===== src/rtl/me_mem_access.sv =====
// ME pipeline stage: latches EX results, runs req/ack data-memory accesses, drives ME forwarding and WB write-back.
// Build option ME_MISALIGN_CHECK_EN: misaligned halfword/word accesses issue no request and pulse o_misaligned.
`ifndef ADDR_W
`define ADDR_W 32
`endif
`ifndef INSTR_W
`define INSTR_W 32
`endif
`ifndef WORD_W
`define WORD_W 32
`endif
`ifndef MEM_OP_W
`define MEM_OP_W 4
`endif
`ifndef DEST_SRC_W
`define DEST_SRC_W 2
`endif
`ifndef REG_IDX_W
`define REG_IDX_W 5
`endif
`ifndef MEM_OP_NOP
`define MEM_OP_NOP 4'd0
`define MEM_OP_LB  4'd1
`define MEM_OP_LH  4'd2
`define MEM_OP_LW  4'd3
`define MEM_OP_LBU 4'd4
`define MEM_OP_LHU 4'd5
`define MEM_OP_SB  4'd6
`define MEM_OP_SH  4'd7
`define MEM_OP_SW  4'd8
`endif
`ifndef DEST_SRC_NONE
`define DEST_SRC_NONE 2'd0
`define DEST_SRC_ALU  2'd1
`define DEST_SRC_MEM  2'd2
`endif

module me_mem_access #(
  parameter int ACK_TIMEOUT = 255
) (
  input  logic                    clk,
  input  logic                    clr,
  input  logic [`ADDR_W-1:0]      i_pc,
  input  logic [`INSTR_W-1:0]     i_instr,
  input  logic [`WORD_W-1:0]      i_alu_eval,
  input  logic [`WORD_W-1:0]      i_store_data,
  input  logic [`MEM_OP_W-1:0]    i_mem_op,
  input  logic [`DEST_SRC_W-1:0]  i_dest_src,
  input  logic [`REG_IDX_W-1:0]   i_dest_reg,
  output logic                    o_dm_req,
  output logic                    o_dm_we,
  output logic [`ADDR_W-1:0]      o_dm_addr,
  output logic [`WORD_W-1:0]      o_dm_wdata,
  output logic [3:0]              o_dm_be,
  input  logic                    i_dm_ack,
  input  logic [`WORD_W-1:0]      i_dm_rdata,
  output logic                    o_stall,
  output logic [`REG_IDX_W-1:0]   o_me_dest_reg,
  output logic [`DEST_SRC_W-1:0]  o_me_dest_src,
  output logic [`WORD_W-1:0]      o_me_dest_data,
  output logic                    o_wb_dest_en,
  output logic [`REG_IDX_W-1:0]   o_wb_dest_reg,
  output logic [`WORD_W-1:0]      o_wb_dest_data,
  output logic                    o_bus_err,
  output logic                    o_misaligned
);

  localparam logic [7:0] TIMEOUT_CNT = 8'(ACK_TIMEOUT);

  typedef enum logic {ST_IDLE, ST_WAIT} state_t;

  state_t                  state_reg, state_next;
  logic [7:0]              cnt_reg, cnt_next;
  logic                    done_reg, done_next;

  logic [`ADDR_W-1:0]      pc_reg;
  logic [`INSTR_W-1:0]     instr_reg;
  logic [`WORD_W-1:0]      alu_eval_reg;
  logic [`WORD_W-1:0]      store_data_reg;
  logic [`MEM_OP_W-1:0]    mem_op_reg;
  logic [`DEST_SRC_W-1:0]  dest_src_reg;
  logic [`REG_IDX_W-1:0]   dest_reg_reg;

  logic                    wb_en_reg;
  logic [`REG_IDX_W-1:0]   wb_reg_reg;
  logic [`WORD_W-1:0]      wb_data_reg;

  logic [1:0]              lane;
  logic                    is_load, is_store;
  logic                    pending, timeout, misalign, complete, me_load;
  logic [7:0]              be_wide;
  logic [`WORD_W-1:0]      wdata;
  logic [`WORD_W-1:0]      rdata_shift;
  logic [`WORD_W-1:0]      load_data;
  logic                    wb_en_next;
  logic                    unused_bits;

  assign lane = alu_eval_reg[1:0];

  always_comb begin
    is_load  = 1'b0;
    is_store = 1'b0;
    case (mem_op_reg)
      `MEM_OP_LB, `MEM_OP_LH, `MEM_OP_LW, `MEM_OP_LBU, `MEM_OP_LHU: is_load = 1'b1;
      `MEM_OP_SB, `MEM_OP_SH, `MEM_OP_SW: is_store = 1'b1;
      default: ;
    endcase
  end

`ifdef ME_MISALIGN_CHECK_EN
  always_comb begin
    misalign = 1'b0;
    case (mem_op_reg)
      `MEM_OP_LH, `MEM_OP_LHU, `MEM_OP_SH: misalign = lane[0];
      `MEM_OP_LW, `MEM_OP_SW: misalign = (lane != 2'b00);
      default: ;
    endcase
  end
`else
  assign misalign = 1'b0;
`endif

  assign pending  = (mem_op_reg != `MEM_OP_NOP) & ~done_reg;
  assign timeout  = (state_reg == ST_WAIT) & (cnt_reg == TIMEOUT_CNT);
  assign o_dm_req = pending & ~misalign & ~timeout;
  // Deliberately combinational from ack so a zero-wait access never stalls.
  assign o_stall  = o_dm_req & ~i_dm_ack;
  assign complete = o_dm_req & i_dm_ack;
  assign me_load  = ~o_stall;

  assign o_bus_err    = timeout;
  assign o_misaligned = pending & misalign;

  // Byte lanes are computed 8 wide so halfwords at lane 3 simply drop the upper byte.
  always_comb begin
    be_wide = 8'h00;
    wdata   = '0;
    case (mem_op_reg)
      `MEM_OP_SB: begin
        be_wide = 8'h01 << lane;
        wdata   = {4{store_data_reg[7:0]}};
      end
      `MEM_OP_SH: begin
        be_wide = 8'h03 << lane;
        wdata   = {2{store_data_reg[15:0]}};
      end
      `MEM_OP_SW: begin
        be_wide = 8'h0F;
        wdata   = store_data_reg;
      end
      default: if (is_load) be_wide = 8'h0F;
    endcase
  end

  assign o_dm_be    = be_wide[3:0];
  assign o_dm_wdata = wdata;
  assign o_dm_we    = is_store;
  assign o_dm_addr  = {alu_eval_reg[`ADDR_W-1:2], 2'b00};

  always_comb begin
    rdata_shift = i_dm_rdata >> {lane, 3'b000};
    load_data   = rdata_shift;
    case (mem_op_reg)
      `MEM_OP_LB:  load_data = {{24{rdata_shift[7]}}, rdata_shift[7:0]};
      `MEM_OP_LH:  load_data = {{16{rdata_shift[15]}}, rdata_shift[15:0]};
      `MEM_OP_LBU: load_data = {24'h000000, rdata_shift[7:0]};
      `MEM_OP_LHU: load_data = {16'h0000, rdata_shift[15:0]};
      default: ;
    endcase
  end

  always_comb begin
    o_me_dest_data = '0;
    case (dest_src_reg)
      `DEST_SRC_ALU: o_me_dest_data = alu_eval_reg;
      `DEST_SRC_MEM: o_me_dest_data = load_data;
      default: ;
    endcase
  end

  assign o_me_dest_reg = dest_reg_reg;
  assign o_me_dest_src = dest_src_reg;

  always_comb begin
    state_next = state_reg;
    cnt_next   = cnt_reg;
    done_next  = done_reg;
    case (state_reg)
      ST_IDLE: begin
        if (o_dm_req & ~i_dm_ack) begin
          state_next = ST_WAIT;
          cnt_next   = 8'd0;
        end
      end
      ST_WAIT: begin
        if (~o_dm_req | i_dm_ack) state_next = ST_IDLE;
        else                      cnt_next   = cnt_reg + 8'd1;
      end
      default: state_next = ST_IDLE;
    endcase
    if (me_load)       done_next = 1'b0;
    else if (complete) done_next = 1'b1;
  end

  // Abandoned, misaligned and store instructions never reach the register file.
  assign wb_en_next = (dest_src_reg != `DEST_SRC_NONE) & (dest_reg_reg != '0)
                    & ~timeout & ~misalign & ~is_store;

  always_ff @(posedge clk) begin
    if (clr) begin
      state_reg      <= ST_IDLE;
      cnt_reg        <= 8'd0;
      done_reg       <= 1'b0;
      pc_reg         <= '0;
      instr_reg      <= '0;
      alu_eval_reg   <= '0;
      store_data_reg <= '0;
      mem_op_reg     <= `MEM_OP_NOP;
      dest_src_reg   <= `DEST_SRC_NONE;
      dest_reg_reg   <= '0;
      wb_en_reg      <= 1'b0;
      wb_reg_reg     <= '0;
      wb_data_reg    <= '0;
    end else begin
      state_reg <= state_next;
      cnt_reg   <= cnt_next;
      done_reg  <= done_next;
      if (me_load) begin
        pc_reg         <= i_pc;
        instr_reg      <= i_instr;
        alu_eval_reg   <= i_alu_eval;
        store_data_reg <= i_store_data;
        mem_op_reg     <= i_mem_op;
        dest_src_reg   <= i_dest_src;
        dest_reg_reg   <= i_dest_reg;
        wb_en_reg      <= wb_en_next;
        wb_reg_reg     <= dest_reg_reg;
        wb_data_reg    <= o_me_dest_data;
      end else begin
        wb_en_reg <= 1'b0;
      end
    end
  end

  assign o_wb_dest_en   = wb_en_reg;
  assign o_wb_dest_reg  = wb_reg_reg;
  assign o_wb_dest_data = wb_data_reg;

  // PC and instruction travel with the stage for debug visibility only.
  assign unused_bits = ^{pc_reg, instr_reg, be_wide[7:4]};

endmodule


===== config.mk =====
export PLATFORM = sky130hd
export DESIGN_NAME = me_mem_access
export DESIGN_NICKNAME = d
export VERILOG_FILES = /design/src/rtl/me_mem_access.sv
export SDC_FILE = /design/constraint.sdc
export NUM_CORES = 1
export LEC_CHECK = 0
export CORE_MARGIN = 2
export CORE_UTILIZATION = 36
export DETAILED_ROUTE_END_ITERATION = 10
export PLACE_DENSITY = 0.77
export RECOVER_POWER = 50
export SETUP_SLACK_MARGIN = 0.4
export SLEW_MARGIN = 20
export SYNTH_ARGS = -nofsm -noshare
export SYNTH_HDL_FRONTEND = slang
export SYNTH_SLANG_ARGS = --single-unit
export TNS_END_PERCENT = 10

===== constraint.sdc =====
create_clock -name clk -period 1.86 [get_ports clk]
set_input_delay 0.372 -clock clk [delete_from_list [all_inputs] [get_ports clk]]
set_output_delay 0.372 -clock clk [all_outputs]
set_load 0.01 [all_outputs]

======== After elaboration in Yosys (flattened, before gate mapping) ========
Cells that the tools add are included.
word-level totals
  input bits .............................. 174
  output and inout port bits .............. 150
  logic and storage cells ................. 65
  flip-flop bits (word level) ............. 123
cells by class
  add/sub/neg operators ................... 1
  equal/unequal tests ..................... 13
  shift operators ......................... 3
  bitwise logic cells ..................... 16
  reduce and logical (&&, ||, !) cells .... 8
  mux-type cells .......................... 13
operator list
  operator                                          number
  case mux 32 bit (4 select lines)                  1
  case mux 32 bit (3 select lines)                  1
  case mux 32 bit (2 select lines)                  1
  >> shifter 32 x 5 -> 32 bit                       1
  == test 4 x 3 -> 1 bit (second input constant)    4
  two-way mux 8 bit                                 2
  case mux 8 bit (2 select lines)                   1
  case mux 4 bit (3 select lines)                   1
  adder 8 x 1 -> 8 bit (second input constant)      1
  bitwise AND 1 bit                                 8
  == test 4 x 2 -> 1 bit (second input constant)    2
  == test 8 bit (second input constant)             1
  inverter 1 bit                                    7
  nonzero test 5 bit                                1
  OR reduction 5 bit                                1
  == test 4 x 1 -> 1 bit (second input constant)    1
  == test 4 bit (second input constant)             1
  two-way mux 1 bit                                 4
  two-way mux 4 bit                                 1
  inequality test 2 bit (second input constant)     2
  nonzero test 4 bit                                1
  OR reduction 2 bit                                2
  left shift 1 x 2 -> 4 bit (first input constant)  1
  left shift 2 x 2 -> 4 bit (first input constant)  1
  7 further kinds                                   7

======== Logic depth before layout (Yosys ltp) ========
  depth in word-level cells ............... 8
  depth in mapped cells ................... 8
  mapped depth without buffers ............ 6

======== Least setup slack after synthesis ========
No wires, ideal clock.
  kind .................................... register to output
  from .................................... reg alu_eval_reg[1]
  to ...................................... out o_me_dest_data[16]
  stages on the path, launching flop included .. 7
  arrival time ............................ 1.694 ns
  path slack .............................. -0.206 ns
  cell sequence ........................... dfxtp_1 -> buf_6 -> mux4_2 -> o311a_4 -> buf_6 -> a31oi_1 -> nor2_1
between the ends
  longest elaborated chain between the ends .. 3
RTL lines
  item                              line  text
  from (decl)                       78    logic [`WORD_W-1:0] alu_eval_reg;
  from (signal assigned)            231   alu_eval_reg <= i_alu_eval;
  >> shifter 32 x 5 -> 32 bit       161   rdata_shift = i_dm_rdata >> {lane, 3'b000};
  case mux 32 bit (4 select lines)  163   case (mem_op_reg)
  case mux 32 bit (2 select lines)  174   case (dest_src_reg)
  to (decl)                         60    output logic [`WORD_W-1:0] o_me_dest_data,
No other way between the ends.

======== Worst setup path in the final report ========
  from .................................... in i_dm_rdata[15]
  to ...................................... out o_me_dest_data[17]
between the ends
  longest elaborated chain between the ends .. 3
RTL lines
  item                              line  text
  from (decl)                       56    input logic [`WORD_W-1:0] i_dm_rdata,
  >> shifter 32 x 5 -> 32 bit       161
  case mux 32 bit (4 select lines)  163
  case mux 32 bit (2 select lines)  174
No other way between the ends.

==> flow_summary.ini <==
[outcome]
status = finished with violations
violations = negative setup slack

[placed_design]
dp_hpwl_um = 18130
place_congestion = 0.9072
placement.io_buffers = 256
placed_cells = 1197

[critical_path]
cp-start-kind = input port
r2r_cells = 11
cp.arrival_ps = 2330
crit_path_end_kind = output pin
crit_type = input port to output pin
crit_fanout = 7
worstPathRequired_ps = 1490

[run]
drv_cap = 0

[sta]
fin_crit_ps = 2705
max_freq_ghz = 0.3697
rsz0062_at_grt = yes
relSlewSlack = 0.5010
hold_viol_final = 0
worst_pin_slew_ps = 746.0
drv_slew = 0
finalCritPeriodShare = 1.454
fin_skew_ps = 14.28
setup_slack_ps = -844.9
report.final.setup_viol = 157

[global_routing]
antenna_found_initial = 0
grt-ovfl-total = 0
grt_max_degree = 27
grt_usage = 0.2817
grt_pass1_vias = 7136
grt_pass1_wl_um = 40140

[detailed_routing]
drt_first_pass_iters = 5
route.detailed.drc = 0
ant_nets = 0
drtIter0Drc = 633
routed-via-count = 7362
drt-total-wl_um = 27520
vias_per_cell = 5.743
wl_per_cell_um = 21.47

[die]
row_count = 48
initial_core_util = 0.3643
num_io_pins = 324
dieArea_mm2 = 0.01839
die_w_um = 135.6
die_y_um = 135.6
core_mm2 = 0.01712

[min_path]
min_path_type = register to register
timing.hold.worst_path_depth = 1

[synth]
synth_ff_type = dfxtp_1
syn_avg_cell_area_um2 = 9.349
ys_seq_elements = 123
syn_inst = 667
yosys_warnings = 0
yosysSeqAreaShare = 0.3949
async_flop_share = 0
netlist_area_mm2 = 0.006236
synth_edf_count = 0
post_synth_num_cell_types = 57

[clock_network]
cts_tree = done
cts.hold.buffers_added = 0
clkSinkCount = 123
numCtsBuffers = 17
clk_pin_slew_ps = 60
h-tree-depth = 4
cts_buffer_depth = 2
cts-root-buf = clkbuf_16
clk-insertion-delay-late_ps = 420

[cells_and_area]
drive_gt1_frac = 0.3813
fillerInstances = 1337
area_delta_synth_final_pct = 78.93
antenna_cells = 0
post_layout_nonfiller_instances = 1282
nets = 1223

[power]
clkPwrFrac = 0.387
power.switching_uw = 2475
p_leak_uw = 0.004729
p_sw_frac = 0.2911
peakVddDrop_v = 0.0006799
p_per_area_mw_per_mm2 = 762.1
finalPower_uw = 8504
p_int_uw = 6029
power_frac_seq = 0.344
p_comb_frac = 0.269
## cells by family after synthesis
logic type               Yosys count  synth area share
AO/OA/AOI/OAI                    258            0.3313
AND/OR/NAND/NOR                  135            0.1126
flip-flops                       123            0.3949
buffers and inverters            114           0.09932
multiplexers                      32           0.05337
adder cells (fa/ha/maj)            4          0.008026
other                              1         0.0006013
## synth_stat cells (all sizes together), types with 2 or more instances
cell type,number,area [µm²]
dfxtp,123,2462
a22o,113,989.7
buf,65,435.4
nand2,50,187.7
clkbuf,31,116.4
mux2i,31,310.3
o21ai,30,150.1
nor2,26,97.59
o2bb2ai,23,201.4
a21oi,20,111.4
a31oi,17,106.4
inv,17,63.81
nand4,16,100.1
o32ai,16,140.1
and2,11,68.82
nor3,8,56.31
o221ai,8,70.07
a32o,6,60.06
nor2b,5,31.28
a21o,4,30.03
ha,4,50.05
o31ai,4,43.79
o41ai,4,35.03
nand3,3,15.01
nor4,3,40.04
or2,3,18.77
a211oi,2,15.01
a31o,2,17.52
nand2b,2,12.51
nand3b,2,15.01
o21a,2,15.01
o21bai,2,15.01
o311a,2,31.28
## final cells by class
cell class | count | area, µm² | area share
clock buffers | 21 | 460.4 | 0.04126
clock inverters | 10 | 118.9 | 0.01065
inverters | 18 | 72.57 | 0.006504
multi-input cells | 434 | 3822 | 0.3426
flip-flops and latches | 123 | 2484 | 0.2226
well taps | 225 | 281.5 | 0.02523
repair buffers | 451 | 3919 | 0.3512
## layer usage
metal,wire (µm),GRT usage
met3,2502,0.08118
met4,954,0.1076
met2,13400,0.4823
met5,0,0
met1,10670,0.3330
## what timing repair did
action                     in CTS  in global routing
cloned                          1                  1
pin swaps                      29                 31
buffers inserted               44                  8
setup endpoints to repair     269                236
hold endpoints to repair        0                  0
resized for setup             418                116
## worst max-delay path, cell delays in order
cell	delay [ps]
clkdlybuf4s50_1	440
mux4_2	560
o311a_4	420
buf_6	160
a31oi_4	160
nor2_2	60
buf_2	150
## layout by cell type, fill, tap and decap left out, types with 18 or more instances in the layout
cell             instances
o2bb2ai_1               21
clkbuf_1                18
clkdlybuf4s50_1        108
dlygate4sd2_1           38
a22o_1                 113
buf_2                   61
buf_12                  19
mux2i_1                 25
buf_6                   29
clkbuf_16               18
buf_4                  144
nand2_1                 50
dfxtp_1                112
## per-stage QoR
stage          area (µm²)  utilization  hold WS, ps  setup TNS, ps  setup slack, ps
3_5_place_dp        10060       0.5876        446.2         -79460            -1247
6_report            11160       0.6519        461.3         -43190           -844.9
3_3_place_gp        10060       0.5876        444.5         -74680            -1148
4_1_cts             11040       0.6449        462.5         -44270           -883.4
5_1_grt             11160       0.6519        468.2         -56650           -904.8
2_1_floorplan        6525            -        442.1          -4125           -193.0
## worst paths after layout
kind	start	end	slack [ps]
max	i_dm_rdata[15]	o_me_dest_data[17]	-840
max reg2reg	alu_eval_reg[1]$_SDFFE_PP0N_	o_wb_dest_data[8]$_SDFFE_PP0N_	-440
min reg2reg	o_wb_dest_data[20]$_SDFFE_PP0N_	o_wb_dest_data[20]$_SDFFE_PP0N_	460
min	o_wb_dest_data[20]$_SDFFE_PP0N_	o_wb_dest_data[20]$_SDFFE_PP0N_	460
## power by group through the flow
stage | Sequential [µW] | Clock (µW) | Combinational [µW]
2_1_floorplan | 2950 | 0 | 926
3_3_place_gp | 2970 | 0 | 1940
3_5_place_dp | 2970 | 0 | 1960
4_1_cts | 2920 | 3310 | 2140
5_1_grt | 2940 | 3440 | 2390
6_report | 2920 | 3290 | 2290
(Power assumes the default switching activity.)
